--- src/rtl/debounce_pkg.sv ---
`timescale 1ns/1ps
`default_nettype none
// ============================================================================
// Module   : debounce_pkg
// Purpose  : Shared types and constants for the debounce block.
// Revision : 1.0 - initial release
// ============================================================================
package debounce_pkg;

  typedef enum logic {
    STABLE = 1'b0,
    QUAL   = 1'b1
  } debounce_state_e;

  localparam int GlitchCntWidth = 8;

endpackage
`default_nettype wire

--- src/rtl/debounce.sv ---
`timescale 1ns/1ps
`default_nettype none
// ============================================================================
// Module   : debounce
// Purpose  : Debounces a synchronized level; emits rise/fall pulses.
//            Define DEBOUNCE_GLITCH_CNT_EN to add the saturating glitch_cnt_o.
// Revision : 1.0 - initial release
// ============================================================================
module debounce
  import debounce_pkg::*;
#(
  parameter int   StableCycles = 4,
  parameter logic ResetLevel   = 1'b0
) (
  input  logic       clk_i,
  input  logic       rst_ni,
  input  logic       din_i,
  output logic       level_o,
  output logic       rise_o,
  output logic       fall_o,
  output logic       busy_o
`ifdef DEBOUNCE_GLITCH_CNT_EN
  ,
  output logic [GlitchCntWidth-1:0] glitch_cnt_o
`endif
);

  localparam int CntWidth = $clog2(StableCycles + 1);
  localparam logic [CntWidth-1:0] c_cnt_last = CntWidth'(StableCycles - 1);
  localparam logic [CntWidth-1:0] c_cnt_one  = CntWidth'(1);

  if (StableCycles < 1) begin : g_param_check
    $fatal(1, "debounce: StableCycles must be >= 1");
  end

  debounce_state_e     r_state, w_state_nxt;
  logic [CntWidth-1:0] r_cnt, w_cnt_nxt;
  logic                r_level, w_level_nxt;
  logic                r_rise, w_rise_nxt;
  logic                r_fall, w_fall_nxt;
  logic                w_differ;
  logic                w_glitch;

  assign w_differ = (din_i != r_level);

  always_comb begin
    w_state_nxt = r_state;
    w_cnt_nxt   = r_cnt;
    w_level_nxt = r_level;
    w_rise_nxt  = 1'b0;
    w_fall_nxt  = 1'b0;
    w_glitch    = 1'b0;
    case (r_state)
      STABLE: begin
        if (!w_differ) begin
          w_cnt_nxt = '0;
        end else if (StableCycles == 1) begin
          w_level_nxt = din_i;
          w_rise_nxt  = din_i;
          w_fall_nxt  = ~din_i;
        end else begin
          w_state_nxt = QUAL;
          w_cnt_nxt   = c_cnt_one;
        end
      end
      QUAL: begin
        if (w_differ) begin
          if (r_cnt == c_cnt_last) begin
            w_level_nxt = din_i;
            w_rise_nxt  = din_i;
            w_fall_nxt  = ~din_i;
            w_state_nxt = STABLE;
            w_cnt_nxt   = '0;
          end else begin
            w_cnt_nxt = r_cnt + c_cnt_one;
          end
        end else begin
          // Input fell back before qualifying: drop all accumulated credit.
          w_state_nxt = STABLE;
          w_cnt_nxt   = '0;
          w_glitch    = 1'b1;
        end
      end
      default: begin
        w_state_nxt = STABLE;
        w_cnt_nxt   = '0;
      end
    endcase
  end

  always_ff @(posedge clk_i or negedge rst_ni) begin
    if (!rst_ni) begin
      r_state <= STABLE;
      r_cnt   <= '0;
      r_level <= ResetLevel;
      r_rise  <= 1'b0;
      r_fall  <= 1'b0;
    end else begin
      r_state <= w_state_nxt;
      r_cnt   <= w_cnt_nxt;
      r_level <= w_level_nxt;
      r_rise  <= w_rise_nxt;
      r_fall  <= w_fall_nxt;
    end
  end

  assign level_o = r_level;
  assign rise_o  = r_rise;
  assign fall_o  = r_fall;
  assign busy_o  = (r_state == QUAL);

`ifdef DEBOUNCE_GLITCH_CNT_EN
  logic [GlitchCntWidth-1:0] r_glitch_cnt;

  always_ff @(posedge clk_i or negedge rst_ni) begin
    if (!rst_ni) begin
      r_glitch_cnt <= '0;
    end else if (w_glitch && (r_glitch_cnt != '1)) begin
      r_glitch_cnt <= r_glitch_cnt + 1'b1;
    end
  end

  assign glitch_cnt_o = r_glitch_cnt;
`else
  logic w_unused_glitch;
  assign w_unused_glitch = w_glitch;
`endif

endmodule
`default_nettype wire

--- config.mk ---
export PLATFORM = sky130hd
export DESIGN_NAME = debounce
export DESIGN_NICKNAME = d
export VERILOG_FILES = /design/src/rtl/debounce_pkg.sv /design/src/rtl/debounce.sv
export SDC_FILE = /design/constraint.sdc
export NUM_CORES = 1
export LEC_CHECK = 0
export BUFFER_PORTS_ARGS = -buffer_cell sky130_fd_sc_hd__buf_2
export CAP_MARGIN = 20
export CORE_AREA = 5 5 42 44
export CTS_BUF_LIST = sky130_fd_sc_hd__clkbuf_2
export DETAILED_ROUTE_END_ITERATION = 10
export DIE_AREA = 0 0 47 49
export PLACE_DENSITY_LB_ADDON = 0.15
export SETUP_SLACK_MARGIN = 0.1
export SYNTH_ARGS = -nofsm -noshare
export SYNTH_HDL_FRONTEND = slang
export SYNTH_SLANG_ARGS = --single-unit
--- constraint.sdc ---
create_clock -name clk_i -period 1.2 [get_ports clk_i]
set_input_delay 0.12 -clock clk_i [delete_from_list [all_inputs] [get_ports clk_i]]
set_output_delay 0.12 -clock clk_i [all_outputs]
set_load 0.03 [all_outputs]
==> impl_summary.md <==
Setup path
The worst-path maximum fanout is 4. For this run, the slowest stage of the critical path takes between 300 and 400 ps. The worst setup path is of the register to register kind. The worst register-to-register path begins at r_cnt[0].

The worst reg2reg path depth is 4. Walking the worst path, the cells encountered are ha_2, nor2b_4, nand2_2, mux2_4. At the worst endpoint, the required time is ~1300 ps. The register-to-register setup slack is -10 ps.

The worst register-to-register path ends at level_o. The library cell contributing the largest single delay on the critical path is sky130_fd_sc_hd__dfrtp_1. The type of destination of the critical path is a register. STA classifies the critical path startpoint as a register. The endpoint arrival time on the critical path is approximately 1300 ps.

Layout
In the layout the commonest cells are sky130_fd_sc_hd__dfrtp_1 (7), sky130_fd_sc_hd__buf_2 (6), sky130_fd_sc_hd__buf_4 (5), sky130_fd_sc_hd__clkbuf_2 (4). The ratio of cells with drive above 1 in the final layout is approximately 64%. The count of inserted antenna diode cells is 0. The area growth from synthesis to layout is 44.9%. The count of filler cells inserted in the layout is between 150 and 200. The number of nets in the finished design is 41. The leading cell type in the layout, fill and taps excluded is sky130_fd_sc_hd__dfrtp_1.

The number of cells in the finished layout apart from fillers is 52. With fillers left out, the area of the finished cells amounts to 424 um2.

Timing
The post-layout minimum cycle time is 1210 ps. The worst hold margin is around 140 ps. Setup slack on the critical path of the routed design comes to -9.79 ps. Measured against its own limit, the worst slew margin works out to between 80% and 90%.

The final critical-path share of the clock period is 101%. Summed over all failing endpoints, the final setup total negative slack is -9.79 ps. Based on the critical path, the design can be clocked at up to a little over 0.8 GHz.

Setup repair after global routing could not meet its margin everywhere. The count of final max-slew check failures is 0. On the final layout, the worst clock skew is approximately 6.5 ps.

The number of setup violations in the final report is 1. The final number of hold-violating endpoints is 0. The slew at the pin closest to its max-slew limit is 208 ps.

Placement
The total placed instance area is about 360 um2. The instance count after placement with tap cells included is between 40 and 50. In this run the tool buffered the top-level ports with 6 buffer cells. The final weighted congestion of routability-driven global placement is around 0.75.

Summed over all nets, the half-perimeter wirelength after detailed placement is between 300 and 400 um.

Floorplan
The height of the die is approximately 49 um. The initial utilization of the core area, before any placement, comes to a little over a fifth. The area of the die is 0.00230 mm2. The number of top-level design ports is 7. The floorplan has 14 rows.

Measured along the x axis, the die boundary spans roughly 47 um. The area of the core is around 0.0014 mm2.

Clock tree
The clock transition at the registers of the reported paths is approximately 70 ps. The TritonCTS buffer count is 3. The later pin in the worst-skew pair is clocked with a latency of approximately 230 ps. The level count of the clock H-tree is 1. Counting along the longest clock path gives a buffer depth of 2. The clock net in this run drives a total of 7 sinks. The buffer cell driving the clock tree root is sky130_fd_sc_hd__clkbuf_2. TritonCTS built the clock tree.

Min path
The tightest min-delay check is of the primary input to register type. The cell depth of the worst min-delay path is 2. The end of the worst hold path is fall_o. The worst min-delay path startpoint is din_i.

Outcome
The flow ran to the end, but the final reports show violations. The final reports fail on negative setup slack.

Synth
Of the total synthesized cell area, the portion taken by full adders, half adders and majority gates is ~4.3%. The synthesis-stage register bit count is 7. The sequential share of the synthesized area is roughly three fifths. The largest family of logic cells by synthesized area is simple AND/OR/NAND/NOR gates. The synthesized netlist devotes 1.71% of its cell area to compound gates. In this run, distinct cell masters in the synthesized netlist total 11.

The yosys synthesis warning count is 0. The simple-gate share of the synthesized area is between 20% and 30%. The gate count of the mapped netlist is 20. A synthesized cell averages 14.6 um2.

The post-synth design cell area is between 200 and 300 um2. After synthesis, the share of cell area in mux cells is under 10%. Synthesis produced a netlist with a net count of 24. The synthesized netlist devotes roughly 3% of its cell area to XOR and XNOR gates.

Global routing
The leftover overflow at the end of global routing is 0. The number of antenna violations at the first check in global routing was 0. The number of global-route vias before repair is 212. The global-route total usage across every layer is around 5.8%.

The first-pass GRT wire length is 869 um. The maximum number of pins on one net before global-route repair is 8.

Power
The maximum resistive drop on vdd is 0.833 mV. The static leakage is about 0.21 nW. The sum of internal, switching and leakage power is around 0.00095 W. The areal power density over the cells is ~2200 mW/mm2.

Routing
After detailed routing, the average wire length per cell comes to about 10 um. After detailed routing, the total wire length is a little over 500 um. The number of detailed-route iterations in the first pass is 1.

The DRC marker count from the first detailed-route iteration is 0. After detailed routing, the number of remaining DRC violations is 0. The detailed-route via count is between 200 and 250. The via density per instance is a little under 4. The remaining number of nets flagged by the antenna check after routing is 0.

Flow run
The max-capacitance violation count is 0.
-- report_power, final --
group / switching [W] / total (W) / internal [W]
Sequential: 0.0000670 / 0.000373 / 0.000306
Combinational: 0.000192 / 0.000408 / 0.000216
Clock: 0.0000840 / 0.000173 / 0.0000886
Total: 0.000343 / 0.000954 / 0.000611
-- final cells by class --
class                   count  area [um2]  share of cell area (%)
clock buffers               4        20.0                    4.72
flip-flops and latches      7         175                    41.3
well taps                  16        20.0                    4.72
multi-input cells          13         131                    31.0
repair buffers             12        77.6                    18.3
-- state kept, by name, indices dropped and copies added (netlist names) --
register,count
fall_o,1
r_cnt,3
busy_o,1
level_o,1
rise_o,1
-- worst max-delay path, delay by kind of cell (launching register included) --
kind	cells	cell delay [ps]
fa+ha+maj	1	180
flops	1	390
mux	1	300
simple gates	2	230
-- cell usage after synthesis --
| cell | instances | area share [%] |
|---|---|---|
| sky130_fd_sc_hd__nand2_2 | 1 | 2.1 |
| sky130_fd_sc_hd__and2_1 | 2 | 4.3 |
| sky130_fd_sc_hd__nand2_1 | 1 | 1.3 |
| sky130_fd_sc_hd__nor3b_2 | 2 | 8.5 |
| sky130_fd_sc_hd__nor3b_1 | 2 | 5.1 |
| sky130_fd_sc_hd__xor2_1 | 1 | 3.0 |
| sky130_fd_sc_hd__ha_1 | 1 | 4.3 |
| sky130_fd_sc_hd__o21ai_0 | 1 | 1.7 |
| sky130_fd_sc_hd__dfrtp_1 | 7 | 60 |
| sky130_fd_sc_hd__mux2_4 | 1 | 5.1 |
| sky130_fd_sc_hd__nor2b_4 | 1 | 4.7 |
-- through the flow --
| step | utilization [%] | setup WS (ps) |
|---|---|---|
| after global routing | 30.3 | -40.6 |
| after global placement | 25.7 | 15.5 |
| after detailed placement | 25.7 | 5.01 |
| after floorplan | - | 35.3 |
| after CTS | 28.9 | -10.4 |
| final | 30.3 | -9.79 |
-- kinds of logic after synthesis --
kind of cell    Yosys count
flops                     7
xor+xnor                  1
simple gates              9
mux                       1
fa+ha+maj                 1
compound gates            1
-- per-layer routing --
metal	track usage, %	routed length [um]	up-vias
met5	0	0	-
met3	2.21	22	4
met1	4.95	181	98
li1	-	-	98
met2	8.82	291	5
met4	6.91	23	0
-- repair_timing --
action / in CTS / in global routing
endpoints found under the setup margin: 3 / 6
gates resized for setup: 1 / 2
pin swaps: 0 / 2
hold buffers: 1 / 0
buffers inserted: 2 / 1
endpoints found under the hold margin: 7 / 0
-- how the worst max path moves through the flow --
stage                         from       to  slack, ps
after global placement    r_cnt[0]  level_o         20
after CTS                 r_cnt[0]  level_o        -10
after global routing      r_cnt[0]  level_o        -40
after floorplan           r_cnt[0]  level_o         40
final                     r_cnt[0]  level_o        -10
after detailed placement  r_cnt[0]  level_o          5
Note: power is estimated with default switching activity, not from simulation.
